<file path="src/rtl/cpu6502_pkg.sv">
// cpu6502_pkg: shared definitions for the 6502 decode stage.
//  - addressing-mode codes (ADDR_*), instruction-type codes (ITYPE_*)
//  - d_to_e_reg field positions and a word-packing helper
//  - decode_op(): documented-opcode table -> {type, mode, size}
package cpu6502_pkg;

  typedef enum logic [3:0] {
    ADDR_ILL = 4'd0, ADDR_ACC, ADDR_IMM, ADDR_ABS, ADDR_ZP, ADDR_ZPX, ADDR_ABSX,
    ADDR_IMP, ADDR_REL, ADDR_IZX, ADDR_IZY, ADDR_IND, ADDR_ZPY, ADDR_ABSY
  } addr_mode_e;

  typedef enum logic [5:0] {
    ITYPE_ILL = 6'd0,
    ITYPE_ORA, ITYPE_AND, ITYPE_EOR, ITYPE_ADC, ITYPE_STA, ITYPE_LDA, ITYPE_CMP, ITYPE_SBC,
    ITYPE_ASL, ITYPE_ROL, ITYPE_LSR, ITYPE_ROR, ITYPE_STX, ITYPE_LDX, ITYPE_DEC, ITYPE_INC,
    ITYPE_BIT, ITYPE_JMP, ITYPE_STY, ITYPE_LDY, ITYPE_CPY, ITYPE_CPX,
    ITYPE_BPL, ITYPE_BMI, ITYPE_BVC, ITYPE_BVS, ITYPE_BCC, ITYPE_BCS, ITYPE_BNE, ITYPE_BEQ,
    ITYPE_BRK, ITYPE_JSR, ITYPE_RTI, ITYPE_RTS, ITYPE_PHP, ITYPE_PLP, ITYPE_PHA, ITYPE_PLA,
    ITYPE_DEY, ITYPE_TAY, ITYPE_INY, ITYPE_INX, ITYPE_CLC, ITYPE_SEC, ITYPE_CLI, ITYPE_SEI,
    ITYPE_TYA, ITYPE_CLV, ITYPE_CLD, ITYPE_SED, ITYPE_TXA, ITYPE_TXS, ITYPE_TAX, ITYPE_TSX,
    ITYPE_DEX, ITYPE_NOP
  } itype_e;

  typedef enum logic [2:0] {S_OPC, S_OPR1, S_OPR2, S_ISSUE, S_GAP} dec_state_e;

  typedef struct packed {
    itype_e     itype;
    addr_mode_e mode;
    logic [1:0] size;
  } dec_t;

  // d_to_e_reg layout
  localparam int D2E_W     = 45;
  localparam int D2E_LSB   = 0;
  localparam int D2E_MSB   = 8;
  localparam int D2E_PC    = 16;
  localparam int D2E_MODE  = 32;
  localparam int D2E_SIZE  = 36;
  localparam int D2E_VALID = 38;
  localparam int D2E_TYPE  = 39;

  function automatic logic [1:0] mode_size(input addr_mode_e m);
    case (m)
      ADDR_ACC, ADDR_IMP:                                          return 2'd1;
      ADDR_IMM, ADDR_ZP, ADDR_ZPX, ADDR_REL, ADDR_IZX, ADDR_IZY,
      ADDR_ZPY:                                                    return 2'd2;
      ADDR_ABS, ADDR_ABSX, ADDR_IND, ADDR_ABSY:                    return 2'd3;
      default:                                                     return 2'd0;
    endcase
  endfunction

  // Valid bit is always set: a packed word is only built when issuing.
  function automatic logic [D2E_W-1:0] pack_d2e(input itype_e t, input addr_mode_e m,
      input logic [1:0] s, input logic [15:0] pc, input logic [7:0] msb, input logic [7:0] lsb);
    return {t, 1'b1, s, m, pc, msb, lsb};
  endfunction

  function automatic dec_t decode_op(input logic [7:0] op);
    dec_t       d;
    itype_e     t;
    addr_mode_e m;
    t = ITYPE_ILL;
    m = ADDR_ILL;
    if (op[1:0] == 2'b01) begin
      // ALU group: aaa selects the operation, bbb the addressing mode
      t = itype_e'(6'(op[7:5]) + 6'd1);
      case (op[4:2])
        3'd0: m = ADDR_IZX;  3'd1: m = ADDR_ZP;   3'd2: m = ADDR_IMM;  3'd3: m = ADDR_ABS;
        3'd4: m = ADDR_IZY;  3'd5: m = ADDR_ZPX;  3'd6: m = ADDR_ABSY; default: m = ADDR_ABSX;
      endcase
      if (op == 8'h89) begin
        t = ITYPE_ILL;
        m = ADDR_ILL;
      end
    end else begin
      case (op)
        8'h00: t = ITYPE_BRK;  8'h20: t = ITYPE_JSR;  8'h40: t = ITYPE_RTI;  8'h60: t = ITYPE_RTS;
        8'h08: t = ITYPE_PHP;  8'h28: t = ITYPE_PLP;  8'h48: t = ITYPE_PHA;  8'h68: t = ITYPE_PLA;
        8'h88: t = ITYPE_DEY;  8'hA8: t = ITYPE_TAY;  8'hC8: t = ITYPE_INY;  8'hE8: t = ITYPE_INX;
        8'h18: t = ITYPE_CLC;  8'h38: t = ITYPE_SEC;  8'h58: t = ITYPE_CLI;  8'h78: t = ITYPE_SEI;
        8'h98: t = ITYPE_TYA;  8'hB8: t = ITYPE_CLV;  8'hD8: t = ITYPE_CLD;  8'hF8: t = ITYPE_SED;
        8'h8A: t = ITYPE_TXA;  8'h9A: t = ITYPE_TXS;  8'hAA: t = ITYPE_TAX;  8'hBA: t = ITYPE_TSX;
        8'hCA: t = ITYPE_DEX;  8'hEA: t = ITYPE_NOP;
        8'h10: t = ITYPE_BPL;  8'h30: t = ITYPE_BMI;  8'h50: t = ITYPE_BVC;  8'h70: t = ITYPE_BVS;
        8'h90: t = ITYPE_BCC;  8'hB0: t = ITYPE_BCS;  8'hD0: t = ITYPE_BNE;  8'hF0: t = ITYPE_BEQ;
        8'h06, 8'h0A, 8'h0E, 8'h16, 8'h1E: t = ITYPE_ASL;
        8'h26, 8'h2A, 8'h2E, 8'h36, 8'h3E: t = ITYPE_ROL;
        8'h46, 8'h4A, 8'h4E, 8'h56, 8'h5E: t = ITYPE_LSR;
        8'h66, 8'h6A, 8'h6E, 8'h76, 8'h7E: t = ITYPE_ROR;
        8'h86, 8'h8E, 8'h96:               t = ITYPE_STX;
        8'hA2, 8'hA6, 8'hAE, 8'hB6, 8'hBE: t = ITYPE_LDX;
        8'hC6, 8'hCE, 8'hD6, 8'hDE:        t = ITYPE_DEC;
        8'hE6, 8'hEE, 8'hF6, 8'hFE:        t = ITYPE_INC;
        8'h24, 8'h2C:                      t = ITYPE_BIT;
        8'h4C, 8'h6C:                      t = ITYPE_JMP;
        8'h84, 8'h8C, 8'h94:               t = ITYPE_STY;
        8'hA0, 8'hA4, 8'hAC, 8'hB4, 8'hBC: t = ITYPE_LDY;
        8'hC0, 8'hC4, 8'hCC:               t = ITYPE_CPY;
        8'hE0, 8'hE4, 8'hEC:               t = ITYPE_CPX;
        default:                           t = ITYPE_ILL;
      endcase
      if (t != ITYPE_ILL) begin
        if (op[4:0] == 5'b10000)  m = ADDR_REL;
        else if (op == 8'h20)     m = ADDR_ABS;
        else if (op == 8'h6C)     m = ADDR_IND;
        else if (op[3:0] == 4'h8 || op == 8'h00 || op == 8'h40 || op == 8'h60 ||
                 op == 8'h8A || op == 8'h9A || op == 8'hAA || op == 8'hBA ||
                 op == 8'hCA || op == 8'hEA)
          m = ADDR_IMP;
        else begin
          // RMW / index-register groups share the bbb mode map; X-indexed
          // forms of STX/LDX use Y instead.
          case (op[4:2])
            3'd0:    m = ADDR_IMM;
            3'd1:    m = ADDR_ZP;
            3'd2:    m = ADDR_ACC;
            3'd3:    m = ADDR_ABS;
            3'd5:    m = (op == 8'h96 || op == 8'hB6) ? ADDR_ZPY : ADDR_ZPX;
            3'd7:    m = (op == 8'hBE) ? ADDR_ABSY : ADDR_ABSX;
            default: m = ADDR_ILL;
          endcase
        end
      end
    end
    d.itype = t;
    d.mode  = m;
    d.size  = mode_size(m);
    return d;
  endfunction

endpackage

</file>
<file path="src/rtl/decode_stage_if.sv">
// decode_stage_if: fetch-byte stream in, decoded word out, plus execute's
// flush/halt controls. master = fetch/execute side, slave = decode stage.
interface decode_stage_if;
  import cpu6502_pkg::*;
  logic [7:0]       fb_data;
  logic [15:0]      fb_pc;
  logic             fb_valid;
  logic             fb_ready;
  logic             flush;
  logic             halt_f_to_d;
  logic             halt_d_to_e;
  logic [D2E_W-1:0] d_to_e_reg;
  logic             illegal_op;

  modport master (output fb_data, fb_pc, fb_valid, flush, halt_f_to_d, halt_d_to_e,
                  input  fb_ready, d_to_e_reg, illegal_op);
  modport slave  (input  fb_data, fb_pc, fb_valid, flush, halt_f_to_d, halt_d_to_e,
                  output fb_ready, d_to_e_reg, illegal_op);
endinterface

</file>
<file path="src/rtl/decode_stage_opcode_decoder.sv">
// opcode_decoder: combinational opcode -> {instruction type, mode, size}.
//  i_op   in  8  opcode byte
//  o_type out 6  ITYPE_* code (0 = illegal)
//  o_mode out 4  ADDR_* code (0 = illegal)
//  o_size out 2  instruction length in bytes (0 when illegal)
module opcode_decoder
  import cpu6502_pkg::*;
(
  input  logic [7:0] i_op,
  output itype_e     o_type,
  output addr_mode_e o_mode,
  output logic [1:0] o_size
);
  dec_t w_dec;
  assign w_dec  = decode_op(i_op);
  assign o_type = w_dec.itype;
  assign o_mode = w_dec.mode;
  assign o_size = w_dec.size;
endmodule

</file>
<file path="src/rtl/decode_stage.sv">
// decode_stage: assembles opcode + operand bytes from fetch, decodes them and
// presents one instruction at a time to execute on d_to_e_reg.
//  clk, rst_n  core clock, async active-low reset
//  bus         decode_stage_if.slave: fb_* byte stream, flush, halt_f_to_d,
//              halt_d_to_e, d_to_e_reg (45b), illegal_op (1-cycle pulse)
module decode_stage
  import cpu6502_pkg::*;
#(
  parameter int ISSUE_GAP = 1
) (
  input  logic          clk,
  input  logic          rst_n,
  decode_stage_if.slave bus
);
  localparam int GW = (ISSUE_GAP > 1) ? $clog2(ISSUE_GAP) : 1;

  dec_state_e       r_state;
  logic [GW-1:0]    r_gap_cnt;
  itype_e           r_type;
  addr_mode_e       r_mode;
  logic [1:0]       r_size;
  logic [15:0]      r_pc;
  logic [7:0]       r_lsb;
  logic [D2E_W-1:0] r_d2e;
  logic             r_ill;

  itype_e     w_type;
  addr_mode_e w_mode;
  logic [1:0] w_size;
  logic       w_intake;
  logic       w_xfer;

  opcode_decoder u_dec (.i_op(bus.fb_data), .o_type(w_type), .o_mode(w_mode), .o_size(w_size));

  assign w_intake     = (r_state == S_OPC) || (r_state == S_OPR1) || (r_state == S_OPR2);
  // Gated by rst_n so the port reads 0 while reset is held.
  assign bus.fb_ready = rst_n & w_intake & ~bus.halt_f_to_d & ~bus.flush;
  assign w_xfer       = bus.fb_valid & bus.fb_ready;
  assign bus.d_to_e_reg = r_d2e;
  assign bus.illegal_op = r_ill;

  always_ff @(posedge clk or negedge rst_n) begin
    if (!rst_n) begin
      r_state   <= S_OPC;
      r_gap_cnt <= '0;
      r_type    <= ITYPE_ILL;
      r_mode    <= ADDR_ILL;
      r_size    <= 2'd0;
      r_pc      <= 16'h0;
      r_lsb     <= 8'h0;
      r_d2e     <= '0;
      r_ill     <= 1'b0;
    end else begin
      r_ill <= 1'b0;
      if (bus.flush) begin
        // Redirect: drop any partial or issued instruction, no gap needed
        // since valid drops here and the next rise is at least a byte away.
        r_state            <= S_OPC;
        r_d2e[D2E_VALID]   <= 1'b0;
      end else begin
        case (r_state)
          S_OPC: if (w_xfer) begin
            r_type <= w_type;
            r_mode <= w_mode;
            r_size <= w_size;
            r_pc   <= bus.fb_pc;
            if (w_mode == ADDR_ILL) begin
              r_ill <= 1'b1;
            end else if (w_size == 2'd1) begin
              r_d2e   <= pack_d2e(w_type, w_mode, w_size, bus.fb_pc, 8'h00, 8'h00);
              r_state <= S_ISSUE;
            end else begin
              r_state <= S_OPR1;
            end
          end
          S_OPR1: if (w_xfer) begin
            if (r_size == 2'd2) begin
              r_d2e   <= pack_d2e(r_type, r_mode, r_size, r_pc, 8'h00, bus.fb_data);
              r_state <= S_ISSUE;
            end else begin
              r_lsb   <= bus.fb_data;
              r_state <= S_OPR2;
            end
          end
          S_OPR2: if (w_xfer) begin
            r_d2e   <= pack_d2e(r_type, r_mode, r_size, r_pc, bus.fb_data, r_lsb);
            r_state <= S_ISSUE;
          end
          S_ISSUE: if (!bus.halt_d_to_e) begin
            r_d2e[D2E_VALID] <= 1'b0;
            r_gap_cnt        <= GW'(ISSUE_GAP - 1);
            r_state          <= S_GAP;
          end
          S_GAP: begin
            if (r_gap_cnt == '0) r_state <= S_OPC;
            else                 r_gap_cnt <= r_gap_cnt - 1'b1;
          end
          default: r_state <= S_OPC;
        endcase
      end
    end
  end

endmodule

</file>
<file path="src/flat_wrapper.sv">
// flat-port wrapper written by rule: the top's interface ports become plain ports
module decode_stage_flat import cpu6502_pkg::*;
#(
  parameter int ISSUE_GAP = 1
)
  (clk, rst_n, bus_fb_data, bus_fb_pc, bus_fb_valid, bus_flush, bus_halt_f_to_d, bus_halt_d_to_e, bus_fb_ready, bus_d_to_e_reg, bus_illegal_op);
  decode_stage_if bus_i ();
  input  logic clk;
  input  logic rst_n;
  input wire logic [$bits(bus_i.fb_data)-1:0] bus_fb_data;
  input wire logic [$bits(bus_i.fb_pc)-1:0] bus_fb_pc;
  input wire logic [$bits(bus_i.fb_valid)-1:0] bus_fb_valid;
  input wire logic [$bits(bus_i.flush)-1:0] bus_flush;
  input wire logic [$bits(bus_i.halt_f_to_d)-1:0] bus_halt_f_to_d;
  input wire logic [$bits(bus_i.halt_d_to_e)-1:0] bus_halt_d_to_e;
  output wire logic [$bits(bus_i.fb_ready)-1:0] bus_fb_ready;
  output wire logic [$bits(bus_i.d_to_e_reg)-1:0] bus_d_to_e_reg;
  output wire logic [$bits(bus_i.illegal_op)-1:0] bus_illegal_op;
  assign bus_i.fb_data = bus_fb_data;
  assign bus_i.fb_pc = bus_fb_pc;
  assign bus_i.fb_valid = bus_fb_valid;
  assign bus_i.flush = bus_flush;
  assign bus_i.halt_f_to_d = bus_halt_f_to_d;
  assign bus_i.halt_d_to_e = bus_halt_d_to_e;
  assign bus_fb_ready = bus_i.fb_ready;
  assign bus_d_to_e_reg = bus_i.d_to_e_reg;
  assign bus_illegal_op = bus_i.illegal_op;
  decode_stage #(.ISSUE_GAP(ISSUE_GAP)) u_core (.clk(clk), .rst_n(rst_n), .bus(bus_i));
endmodule
</file>
<file path="config.mk">
export PLATFORM = sky130hd
export DESIGN_NAME = decode_stage_flat
export DESIGN_NICKNAME = d
export VERILOG_FILES = /design/src/rtl/cpu6502_pkg.sv /design/src/rtl/decode_stage_if.sv /design/src/rtl/decode_stage_opcode_decoder.sv /design/src/rtl/decode_stage.sv /design/src/flat_wrapper.sv
export SDC_FILE = /design/constraint.sdc
export NUM_CORES = 1
export LEC_CHECK = 0
export CAP_MARGIN = 20
export CORE_MARGIN = 4
export CORE_UTILIZATION = 35
export CTS_CLUSTER_SIZE = 25
export DETAILED_ROUTE_END_ITERATION = 7
export PLACE_DENSITY = 0.62
export SETUP_SLACK_MARGIN = 0.05
export SYNTH_ARGS = -nofsm -noshare
export SYNTH_HDL_FRONTEND = slang
export SYNTH_SLANG_ARGS = --single-unit
</file>
<file path="constraint.sdc">
create_clock -name clk -period 5.4 [get_ports clk]
set_clock_uncertainty 0.05 [all_clocks]
set_input_delay 1.08 -clock clk [delete_from_list [all_inputs] [get_ports clk]]
set_output_delay 1.08 -clock clk [all_outputs]
set_load 0.01 [all_outputs]
</file>
==> metrics.md, run 1 <==
| Metric | Value |
|---|---|
| Compound-Gate Fraction of Synth Area | 16.8% |
| Post-CTS setup buffers | 0 |
| Cells after synthesis | 524 |
| Pint | 1.80 mW |
| Hpwl dp | 10000 um |
| WP data required | 5.58 ns |
| Clk slew on worst S/H paths | about 0.060 ns |
| Port bufs | 76 |
| Vias | about 4300 |
| Core Rows | 44 |
| Worst Path Buf+Inv | 4 |
| Post-DR vias/cell | 5.41 |
| Initial antenna violation count | 0 |
| Filler Cell Count | 1384 |
| Area of the core | 14600 um^2 |
| Syn_area_per_cell | ~10 um^2 |
| Netlist cell types | 77 |
| Final setup vio count | 0 |
| Switching Share | 30.8% |
| Leakage | 2.85 nW |
| CTS tree | built |
| # IOs | 77 |
| Critical-path cell list | clkdlybuf4s50_1 > buf_12 > buf_4 > mux2i_1 > o32a_1 > o311ai_2 > and4b_1 > a211oi_2 > or4b_4 > a31oi_4 > buf_12 > mux2_2 |
| CTS sink cnt | 85 |
| CP Capture Type | flop |
| PostCTS Resize Cnt | 0 |
| Vias in the first global route | about 4400 |
| CTS max path bufs | 2 |
| Worst hold-check path type | reg2reg |
| Total wire length | 14300 um |
| Chip height | 131 um |
| GPL Wtd Cong | 0.910 |
| Worst skew pair latency | about 0.34 ns |
| Post-Synth Adder-Cell Area | 0.427% |
| DR WL/cell | 18.0 um |
| Die Width | 131 um |
| Synthesized area | 5280 um^2 |
| Sequential-to-total area share from yosys stat | 40.3% |
| Iter 0 DRT Violations | 251 |
| First-pass GRT wire length | 23300 um |
| Register share of total power | 38.5% |
| Max FFs per register | 45 |
| CP max-delay cell | clkdlybuf4s50_1 |
| Tmin final | 4.68 ns |
| Post-synth EDFFs | 0 |
| Delay-heaviest family, CP | buffers and inverters |
| Max-slew violation count | 0 |
| Largest net degree at the start of global routing | 46 |
| Synth top area cells | dfrtp_1 (40%), mux2_4 (8.8%), mux2_2 (7.0%) |
| Synth-to-Final Area Change | 25.0% |
| 1st-pass router iterations | 5 |
| Status | completed |
| Crit-path most repeated cell | buf_12 |
| Worst Tran Pin Value | 0.919 ns |
| Final ANT Viol Nets | 0 |
| Nets@finish | about 640 |
| Highest Clock Rate | 214 MHz |
| Ys async rst share | 100% |
| Max-Cap Viols | 0 |
| Top_reg_cell synth | dfrtp_1 |
| Worst Setup Path Type | in2reg |
| Xor/xnor cell area share of the yosys netlist | 0.498% |
| Initial Util | 36.0% |
| Area after DPL | 6280 um^2 |
| Clock Tree Root | clkbuf_16 |
| Logic pwr share | 37.7% |
| Yosys reg bits | between 80 and 90 |
| Setup TNS | 0 ns |
| Critical path fanouts, max | 18 |
| Period utilization | between 80 and 90% |
| Pwr/cell area | 393 nW/um^2 |
| Synth Area in Simple Gates | between 10% and 20% |
| H-Tree Depth | 3 |
| Peak VDD IR | around 170 uV |
| Crit path DAT | 4.86 ns |
| Ant. Diodes | 0 |
| Nature of the critical path startpoint | input pin |
| Final instance area | 6600 um^2 |
| # DRC | 0 |
| Largest area contributor in the synthesized netlist | dfrtp_1 |
| Multiplexer area fraction after synthesis | 18.1% |
| Die area | 17100 um^2 |
| GRT Residual Overflow | 0 |
| CTS Buf Count | 9 |
| CP max stage delay | around 0.67 ns |
| Rel. slew slack | 38.7% |
| YS warnings | 0 |
| RSZ-0062 raised after global routing | false |
| Clock Power Share | 23.8% |
| Hold violation count in the final report | 0 |
| Share of cells above drive strength 1 | between 20% and 30% |
| Hold_buf cts | 0 |
| Total track usage | 17.1% |
| Largest family of logic cells by synthesized area | multiplexers |
| Net Sw Power | 797 uW |
| Syn_nets | between 500 and 600 |
| Synth top area share | 40.3% |
placed cells by master, fill, tap and decap left out, types with 12 or more instances in the layout:
cell type         n
buf_4            30
mux2i_1          12
dfrtp_1          85
nand2_1          83
clkdlybuf4s50_1  75
mux2_2           33
mux2_4           31
inv_1            22
a21oi_1          20
o21ai_0          34
nor2_1           25
area by class of cell:
type | count | area (um^2) | area share, %
clock buffer | 9 | 225 | 3.41
clock inverter | 7 | 73.8 | 1.12
inverter | 22 | 82.6 | 1.25
multi-input combinational | 376 | 2740 | 41.6
sequential | 85 | 2130 | 32.3
tap | 184 | 230 | 3.49
timing repair buffer | 113 | 1110 | 16.9
worst min-delay path: cells and delay by family (launching register included):
| kind | cells | cell delay [ns] |
|---|---|---|
| flip-flops | 1 | 0.34 |
| AND/OR/NAND/NOR | 2 | 0.10 |
power groups by stage:
stage / logic (mW) / clock network (mW) / registers, mW
final: 0.979 / 0.616 / 0.998
after global routing: 1.07 / 0.664 / 1.03
after CTS: 0.990 / 0.636 / 1.00
after detailed placement: 0.985 / 0 / 1.01
after global placement: 0.965 / 0 / 0.999
after floorplan: 0.480 / 0 / 1.04
through the flow:
step                      util, %  hold slack [ns]  setup slack, ns  cells  power, mW
after CTS                    45.0            0.428            0.732    795       2.63
final                        45.0            0.423            0.722    796       2.59
after global placement       42.9            0.403            0.348    778       1.96
after floorplan                 -            0.392             1.31    524       1.52
after global routing         45.0            0.445            0.561    796       2.76
after detailed placement     42.9            0.409            0.369    779       1.99
metal layers:
layer	vias to the layer above	wire length (um)	global-route usage, %
met4	0	272	5.69
li1	2050	-	-
met1	2142	6830	24.2
met3	18	627	3.05
met2	100	6580	26.7
met5	-	0	0
cell families (layout without fill, tap and decap cells):
kind of cell / count (synthesis) / in the layout
and+or+nand+nor: 170 / 170
AOI/OAI and AO/OA: 125 / 125
muxes: 76 / 76
DFF: 85 / 85
xor gates and xnor gates: 3 / 3
buffers and inverters: 63 / 151
adders and majority gates: 2 / 2
synthesized netlist by cell type, types with 4 or more instances:
cell type	count
a21oi_1	20
a22o_1	8
a31oi_1	5
a32oi_1	8
buf_12	4
buf_2	8
buf_4	9
buf_6	7
clkbuf_1	8
dfrtp_1	85
inv_1	22
mux2_2	33
mux2_4	31
mux2i_1	12
nand2_1	83
nand2b_1	6
nand3_1	4
nor2_1	26
nor2b_1	6
nor3_1	10
nor3b_1	6
nor4_1	4
o211ai_1	4
o21ai_0	34
o22ai_1	5
o32a_1	4
final timing paths:
| path | startpoint | endpoint | slack, ns | cells past startpoint |
|---|---|---|---|---|
| max in group asynchronous | rst_n | u_core.r_type[0]$_DFFE_PN0P_ | 3.65 | 2 |
| min | u_core.r_pc[7]$_DFFE_PN0P_ | u_core.r_pc[7]$_DFFE_PN0P_ | 0.42 | 2 |
| min in group asynchronous | rst_n | u_core.r_pc[6]$_DFFE_PN0P_ | 0.68 | 1 |
| min reg2reg | u_core.r_pc[7]$_DFFE_PN0P_ | u_core.r_pc[7]$_DFFE_PN0P_ | 0.42 | 2 |
| max | bus_fb_data[1] | u_core.bus.d_to_e_reg[1]$_DFFE_PN0P_ | 0.72 | 12 |
| max reg2reg | u_core.r_state[2]$_DFFE_PN0P_ | u_core.r_mode[2]$_DFFE_PN0P_ | 2.71 | 8 |
Note: power is estimated with default switching activity, not from simulation.
==> run 2: changes to the inputs <==
SKIP_LAST_GASP = 1   (was default)
==> results of run 2 <==
Same layout as run 1: the final DEF is identical, and so are final timing and power.
==> variant, RTL diff (config.mk and constraints of run 2) <==
The 5 states of `dec_state_e` get a one-hot encoding in 5 bits.
--- a/src/rtl/cpu6502_pkg.sv
+++ b/src/rtl/cpu6502_pkg.sv
@@ -21,7 +21,7 @@
     ITYPE_DEX, ITYPE_NOP
   } itype_e;
 
-  typedef enum logic [2:0] {S_OPC, S_OPR1, S_OPR2, S_ISSUE, S_GAP} dec_state_e;
+  typedef enum logic [4:0] {S_OPC = 5'b00001, S_OPR1 = 5'b00010, S_OPR2 = 5'b00100, S_ISSUE = 5'b01000, S_GAP = 5'b10000} dec_state_e;
 
   typedef struct packed {
     itype_e     itype;
Function: no difference found for any inputs over 4 cycles, from zero or initial values and one cycle with rst_n low; so few cycles prove little.
==> variant against run 2 <==
- cell count fell by 1.0%
- final area fell by 4.0%
- area after synthesis fell by 3.6%
- total power fell by 19%
- routed wire length fell by 7.6%
- maximum frequency rose by 1.4%
- setup slack improved by 0.064 ns
- sequential cell count rose by 2
- largest cell class unchanged
==> variant: results (changes against run 2) <==
- The fraction of area in non-clock buffers was 14.98% (-1.9 points).
- Highest ir drop seen on vdd: 151.3 uV (-13%)
- Final standard cell count with taps included and fillers excluded: 788 (-1.0%)
- Number of clock buffers in the layout: 11 (+2)
- Cell count after placement: 771 (-1.0%)
* Family of cells with the greatest summed delay on the critical path: compound AO/OA/AOI/OAI gates
* Routability Congestion: 0.9434 (+3.7%)
- Met3 layer wire length in the routed design: 464 um (-26%)
- Wire length on met1: 6197 um (-9.3%)
- Via/cell ratio: 5.264 (-2.8%)
- The wire length on met2 is 6496 um (-1.2%).
- GR Layer Usage met2: 27.24% (+0.56 points)
* Arr. time, crit path: 4.78 ns (-0.08 ns)
* Yosys reg bits: 87 (+2.4%)
- Xor/xnor share of the synthesized area: 0.8608% (+0.36 points)
* Net switching fraction of the power: 29.36% (-1.4 points)
- The wire length of the first global-routing pass is 21970 um (-5.6%).
* Part of the Yosys area used for sequential elements: 42.82% (+2.5 points)
- The routed wire length is 13230 um (-7.6%).
- Vias in the first global route: 4256 (-2.6%)
* Leak: 2.763 nW (-3.1%)
- The DRC marker count from the first detailed-route iteration was 392 (+56%).
- GR Layer Usage met1: 22.09% (-2.1 points)
* Detail Placement HPWL: 9223 um (-8.2%)
- Met3 usage in global routing: 3.072% (+0.023 points)
* Worst setup slack after placement: 0.5048 ns (+0.1362 ns)
- By area the synthesized netlist is led by sky130_fd_sc_hd__dfrtp_1 (42%), sky130_fd_sc_hd__mux2_2 (9.1%), sky130_fd_sc_hd__nand2_1 (7.9%).
- The run finished with clean final reports.
- The complex-gate fraction of the synthesized area is 15.30% (-1.5 points).
* Post-synthesis mux area share: 16.75% (-1.4 points)
- The area share of fa/ha/maj cells after synthesis came to 0.2459% (-0.18 points).
* Fraction of layout instances using a drive strength above 1: 17.43% (-5.0 points)
* Multi-input gate count: 393 (+4.5%)
- The share of the final layout cell area in multi-input gates is 41.69% (+0.086 points).
- The critical-path maximum fanout came to 19 (+1).
* Most instantiated cells after synthesis: sky130_fd_sc_hd__nand2_1 (107), sky130_fd_sc_hd__dfrtp_1 (86), sky130_fd_sc_hd__mux2_2 (41)
- Number of fill cells: 1325 (-4.3%)
- The biggest cell delay along the critical path is 0.75 ns (+0.08 ns).
- Mean instance size in the synthesized netlist: 9.456 um^2 (-6.1%)
* Area of the multi-input gates: 0.002640 mm^2 (-3.8%)
[variant: worst paths after layout]
check	slack, ns	to	depth (start not counted)	start
worst max-delay path	0.79	u_core.bus.d_to_e_reg[0]	11	bus_fb_data[4]
worst min-delay path	0.44	u_core.r_mode[1]	2	u_core.r_mode[1]
worst max register to register	1.80	u_core.r_lsb[2]	9	u_core.r_state[2]
worst min register to register	0.44	u_core.r_mode[1]	2	u_core.r_mode[1]
max in group asynchronous	3.94	u_core.r_state[0]	3	rst_n
min in group asynchronous	0.73	u_core.r_state[3]	2	rst_n
[variant: power by group through the flow]
stage	sequential [mW]	clock, mW	combinational [mW]
2_1_floorplan	0.946	0	0.259
3_5_place_dp	0.917	0	0.616
6_report	0.904	0.590	0.610
5_1_grt	0.926	0.638	0.667
3_3_place_gp	0.909	0	0.604
4_1_cts	0.905	0.610	0.618
